--- src/rtl/sprite_anim_renderer.sv ---
// Animated sprite pixel generator: hit test, ROM addressing,
// colour keying and a frame sequencer for looping/one-shot playback.
module sprite_anim_renderer #(
  parameter int SPRITE_W    = 70,
  parameter int SPRITE_H    = 81,
  parameter int SCALE_LOG2  = 1,
  parameter int NUM_FRAMES  = 4,
  parameter int FRAME_TICKS = 6,
  parameter int ADDR_W      = 15,
  parameter logic [3:0] KEY_R = 4'hF,
  parameter logic [3:0] KEY_G = 4'h0,
  parameter logic [3:0] KEY_B = 4'hF
) (
  input  logic              vga_clk,
  input  logic              reset_n,
  input  logic [9:0]        DrawX,
  input  logic [9:0]        DrawY,
  input  logic [9:0]        SpriteX,
  input  logic [9:0]        SpriteY,
  input  logic              blank,
  input  logic              frame_start,
  input  logic              anim_start,
  input  logic              loop_mode,
  input  logic              flip,
  output logic [ADDR_W-1:0] rom_address,
  input  logic [3:0]        rom_q,
  input  logic [3:0]        pal_r,
  input  logic [3:0]        pal_g,
  input  logic [3:0]        pal_b,
  output logic [3:0]        red,
  output logic [3:0]        green,
  output logic [3:0]        blue,
  output logic              sprite_on,
  output logic [3:0]        frame_idx,
  output logic              anim_done
);

  localparam logic [10:0] BOX_W = 11'(SPRITE_W << SCALE_LOG2);
  localparam logic [10:0] BOX_H = 11'(SPRITE_H << SCALE_LOG2);
  localparam logic [ADDR_W-1:0] FRAME_SZ = ADDR_W'(SPRITE_W * SPRITE_H);
  localparam logic [ADDR_W-1:0] ROW_SZ = ADDR_W'(SPRITE_W);
  localparam logic [9:0] LX_MAX = 10'(SPRITE_W - 1);
  localparam logic [5:0] TICK_LAST = 6'(FRAME_TICKS - 1);
  localparam logic [3:0] FRAME_LAST = 4'(NUM_FRAMES - 1);

  typedef enum logic [1:0] {
    IDLE,
    PLAY,
    DONE
  } state_t;

  state_t      state, state_n;
  logic [5:0]  tick, tick_n;
  logic [3:0]  frame_n;
  logic        valid1, valid2;
  logic        hit, opaque;
  logic [10:0] dx_e, dy_e, sx_e, sy_e;
  logic [9:0]  dx, dy, lx, ly, lx_f;
  logic [ADDR_W-1:0] addr;

  assign dx_e = {1'b0, DrawX};
  assign dy_e = {1'b0, DrawY};
  assign sx_e = {1'b0, SpriteX};
  assign sy_e = {1'b0, SpriteY};

  assign hit = (dx_e >= sx_e) && (dx_e < sx_e + BOX_W)
            && (dy_e >= sy_e) && (dy_e < sy_e + BOX_H);

  // offsets only matter on a hit, where they fit in 10 bits
  assign dx   = DrawX - SpriteX;
  assign dy   = DrawY - SpriteY;
  assign lx   = dx >> SCALE_LOG2;
  assign ly   = dy >> SCALE_LOG2;
  assign lx_f = flip ? (LX_MAX - lx) : lx;

  assign addr = ADDR_W'(frame_idx) * FRAME_SZ
              + ADDR_W'(ly) * ROW_SZ
              + ADDR_W'(lx_f);

  assign opaque = {pal_r, pal_g, pal_b} != {KEY_R, KEY_G, KEY_B};

  assign anim_done = (state == DONE);

  // stage 1 address register and the valid pipe alongside the ROM read
  always_ff @(posedge vga_clk or negedge reset_n) begin
    if (!reset_n) begin
      rom_address <= '0;
      valid1      <= 1'b0;
      valid2      <= 1'b0;
    end else begin
      rom_address <= hit ? addr : '0;
      valid1      <= hit & blank;
      valid2      <= valid1;
    end
  end

  // output stage: keyed palette colour or black
  always_ff @(posedge vga_clk or negedge reset_n) begin
    if (!reset_n) begin
      red       <= 4'h0;
      green     <= 4'h0;
      blue      <= 4'h0;
      sprite_on <= 1'b0;
    end else if (valid2 && opaque) begin
      red       <= pal_r;
      green     <= pal_g;
      blue      <= pal_b;
      sprite_on <= 1'b1;
    end else begin
      red       <= 4'h0;
      green     <= 4'h0;
      blue      <= 4'h0;
      sprite_on <= 1'b0;
    end
  end

  // sequencer state register
  always_ff @(posedge vga_clk or negedge reset_n) begin
    if (!reset_n) begin
      state     <= IDLE;
      tick      <= '0;
      frame_idx <= '0;
    end else begin
      state     <= state_n;
      tick      <= tick_n;
      frame_idx <= frame_n;
    end
  end

  // sequencer next state; anim_start overrides everything
  always_comb begin
    state_n = state;
    tick_n  = tick;
    frame_n = frame_idx;
    if (anim_start) begin
      state_n = PLAY;
      tick_n  = '0;
      frame_n = '0;
    end else begin
      unique case (state)
        IDLE: begin
          frame_n = '0;
        end
        PLAY: begin
          if (frame_start) begin
            if (tick == TICK_LAST) begin
              tick_n = '0;
              if (frame_idx == FRAME_LAST) begin
                if (loop_mode) frame_n = '0;
                else           state_n = DONE;
              end else begin
                frame_n = frame_idx + 4'd1;
              end
            end else begin
              tick_n = tick + 6'd1;
            end
          end
        end
        DONE: begin
          frame_n = FRAME_LAST;
        end
        default: begin
          state_n = IDLE;
          tick_n  = '0;
          frame_n = '0;
        end
      endcase
    end
  end

endmodule

--- config.mk ---
export PLATFORM = sky130hd
export DESIGN_NAME = sprite_anim_renderer
export DESIGN_NICKNAME = d
export VERILOG_FILES = /design/src/rtl/sprite_anim_renderer.sv
export SDC_FILE = /design/constraint.sdc
export NUM_CORES = 1
export LEC_CHECK = 0
export ABC_AREA = 1
export BUFFER_PORTS_ARGS = -buffer_cell sky130_fd_sc_hd__buf_2
export CAP_MARGIN = 20
export CORE_MARGIN = 3
export CORE_UTILIZATION = 59
export DETAILED_ROUTE_END_ITERATION = 6
export PLACE_DENSITY_LB_ADDON = 0.1
export SLEW_MARGIN = 20
export SYNTH_ARGS = -nofsm -noshare
export SYNTH_HDL_FRONTEND = slang
export SYNTH_SLANG_ARGS = --single-unit
export TNS_END_PERCENT = 50
--- constraint.sdc ---
create_clock -name vga_clk -period 4.9 [get_ports vga_clk]
set_input_delay 0.98 -clock vga_clk [delete_from_list [all_inputs] [get_ports vga_clk]]
set_output_delay 0.98 -clock vga_clk [all_outputs]
set_load 0.05 [all_outputs]
==> reports/summary.txt <==
Final nets - 1176
Status - finished with violations
Hold Path End - valid2
Max Root-Sink Buffers - 2
Fmax - 177.6 MHz
# diodes - 0
Critical setup path kind - in2reg
DR iter-0 viols - 345
Post-Place Worst Slack - -1.082 ns
CTS Buf Count - 5
Clock skew - 0.008750 ns
Multi-input logic area - 0.004751 sq mm
Top_reg_cell synth - dfrtp_1
First-pass GRT wire length - 28600 microns
Avg Vias per Cell - 5.548
Setup ws final - -0.7291 ns
Number of synthesized flops with an enable pin - 0
Post-synth top area share - 22.64%
WP data arrival - 5.80 ns
Crit start category - input port
Sequential share of the synthesized area - 18.28%
Grt ovf - 0
Total Wirelength - 18190 microns
Final setup vio count - 9
Worst path max stage delay - 0.53 ns
Clk slew on worst S/H paths - 0.08 ns
Seq cells post-synth - 42
Netlist cell types - 43
Synth Warn # - 0
Final hold violation count - 0
Die Span X - 104.7 microns
Max Slew Vio Count - 0
Synth area leaders - ha_1 (23%), dfrtp_1 (18%), nand2_1 (10%)
Cells on Worst Hold Path - 0
FFs w/ async S/R, synth - 100.0%
Placed cells - 1097
CTS tree - built
Clk_lat worst skew - 0.29 ns
Area grow syn2layout - 38.64%
Tcrit/Tclk final - 114.9%
Mapped Area - 0.005748 sq mm
Crit. Startpoint - DrawY[0]
Worst-case reg-to-reg path depth - 19
Synth Instances - 789
Post-CTS Hold Buffers - 0
Die Height - 104.7 microns
Vias - 6219
Failing checks - negative setup slack
RSZ-0062 raised after global routing - yes
Row cnt - 35
Crit-path max FO - 4
Number of global-route vias before repair - 6431
Slowest stage cell, crit path - fa_1
Max Cap Viol - 0
Max VDD drop - 0.0006829 V
DR DRC count - 0
# IOs - 96
Largest area contributor in the netlist - ha_1
Pre-antenna DRT Iters - 5
CTS H-Tree Depth - 2
Die area - 0.01096 sq mm
Worst reg2reg setup slack - 0.38 ns
Req. time, crit path - 5.07 ns
Global placer's final weighted congestion - 0.9330
Count leader, synth - nand2_1
Antenna violations before repair - 0
GRT Overall Usage - 31.46%
Post-Syn Area per Cell - 7.285 sq um
Post-route ant nets - 0
Worst Hold Class - reg2reg
Clk sink count - 42
Total Power - 6.756 mW
Synth cell count leaders - nand2_1 (153), inv_1 (150), ha_1 (104)
Reg area - 0.001051 sq mm
Type of destination of the critical path - flop
Mapped Nets - 974
Crit path time final - 5.629 ns
Clk Tree Root Cell - clkbuf_8
Pleak - 4.405 nW
Dpl hpwl - 12540 microns
RR Startpoint - frame_idx[2]
Post-DR wirelength/cell - 16.22 microns
Final Non-Filler Cells - 1121
Initial core utilization - 61.34%
Reg2reg end - rom_address[12]
Core Region - 0.009371 sq mm
Filler cells - 578
Slew @ Worst Pin - 0.9070 ns
Largest net degree at the start of global routing - 43
Slew HR - 39.53%
IO Port Bufs - 91
Share of layout cells above drive strength 1 - 32.66%
PD cells - 847.8 mW/mm^2
Most used cell, CP - ha_4
Min-Delay Startpoint - valid1
layout by cell type, fill, tap and decap left out, drive strengths merged, types with 18 or more instances in the layout:
cell	instances
a21oi	48
nor2	76
inv	153
dfrtp	42
buf	198
fa	18
xor2	34
ha	104
o21ai	22
nand3	46
nand2	155
stage by stage:
stage	hold slack (ns)	area (sq um)	util [%]	setup TNS [ns]
2_1_floorplan	0.3312	5976	-	-3.012
3_3_place_gp	0.3342	7256	77.42	-6.123
3_5_place_dp	0.3370	7256	77.42	-6.910
4_1_cts	0.3463	7785	83.07	-2.108
5_1_grt	0.3685	7969	85.03	-5.792
6_report	0.3433	7969	85.03	-4.024
report_power, final:
| part | internal, mW | switching (mW) | total, mW | leakage [nW] |
|---|---|---|---|---|
| Sequential | 0.396 | 0.0335 | 0.429 | 0.576 |
| Combinational | 2.84 | 3.26 | 6.10 | 3.78 |
| Clock | 0.114 | 0.114 | 0.227 | 0.0482 |
area by class of cell:
class	instances	area share (%)
Multi-Input combinational cell	591	59.62
Clock buffer	7	1.083
Timing Repair Buffer	198	16.50
Tap cell	129	2.025
Sequential cell	42	13.19
Clock inverter	1	0.06280
Inverter	153	7.521
critical path: cells and delay by family:
kind | cells | cell delay [ns]
buffers and inverters | 6 | 0.41
xor gates and xnor gates | 2 | 0.38
and+or+nand+nor | 10 | 0.81
AOI/OAI and AO/OA | 5 | 0.78
adders and majority gates | 8 | 2.43
worst max-delay path by stage:
stage / to / cells past startpoint
4_1_cts: rom_address[12] / 32
2_1_floorplan: rom_address[12] / 27
3_5_place_dp: rom_address[12] / 29
6_report: rom_address[12] / 31
3_3_place_gp: rom_address[12] / 29
5_1_grt: rom_address[12] / 30
per-layer routing:
metal	vias up	wire (microns)	track usage (%)
li1	2953	-	-
met3	100	959	4.818
met1	2931	6541	32.49
met2	235	9605	60.52
met5	-	0	0
met4	0	1081	16.59
flip-flops by register name, summed over array words and instances, names as in the netlist:
| register | flops |
|---|---|
| tick | 6 |
| sprite_on | 1 |
| green | 4 |
| blue | 4 |
| state | 2 |
| frame_idx | 4 |
| red | 4 |
| valid2 | 1 |
| valid1 | 1 |
| rom_address | 15 |
timing repair:
item	in CTS	in global routing
gates cloned	0	0
setup buffers	12	4
resized for setup	64	30
pin swaps	41	15
endpoints found under the setup margin	8	9
cells by family (layout without fill, tap and decap cells):
group | count (synthesis) | count (layout) | share of synthesized area, %
DFF | 42 | 42 | 18.28
AOI/OAI and AO/OA | 100 | 100 | 9.948
adders and majority gates | 122 | 122 | 28.91
and+or+nand+nor | 318 | 318 | 24.62
xor gates and xnor gates | 51 | 51 | 7.902
buffers and inverters | 156 | 359 | 10.34
Note: power is estimated with default switching activity, not from simulation.
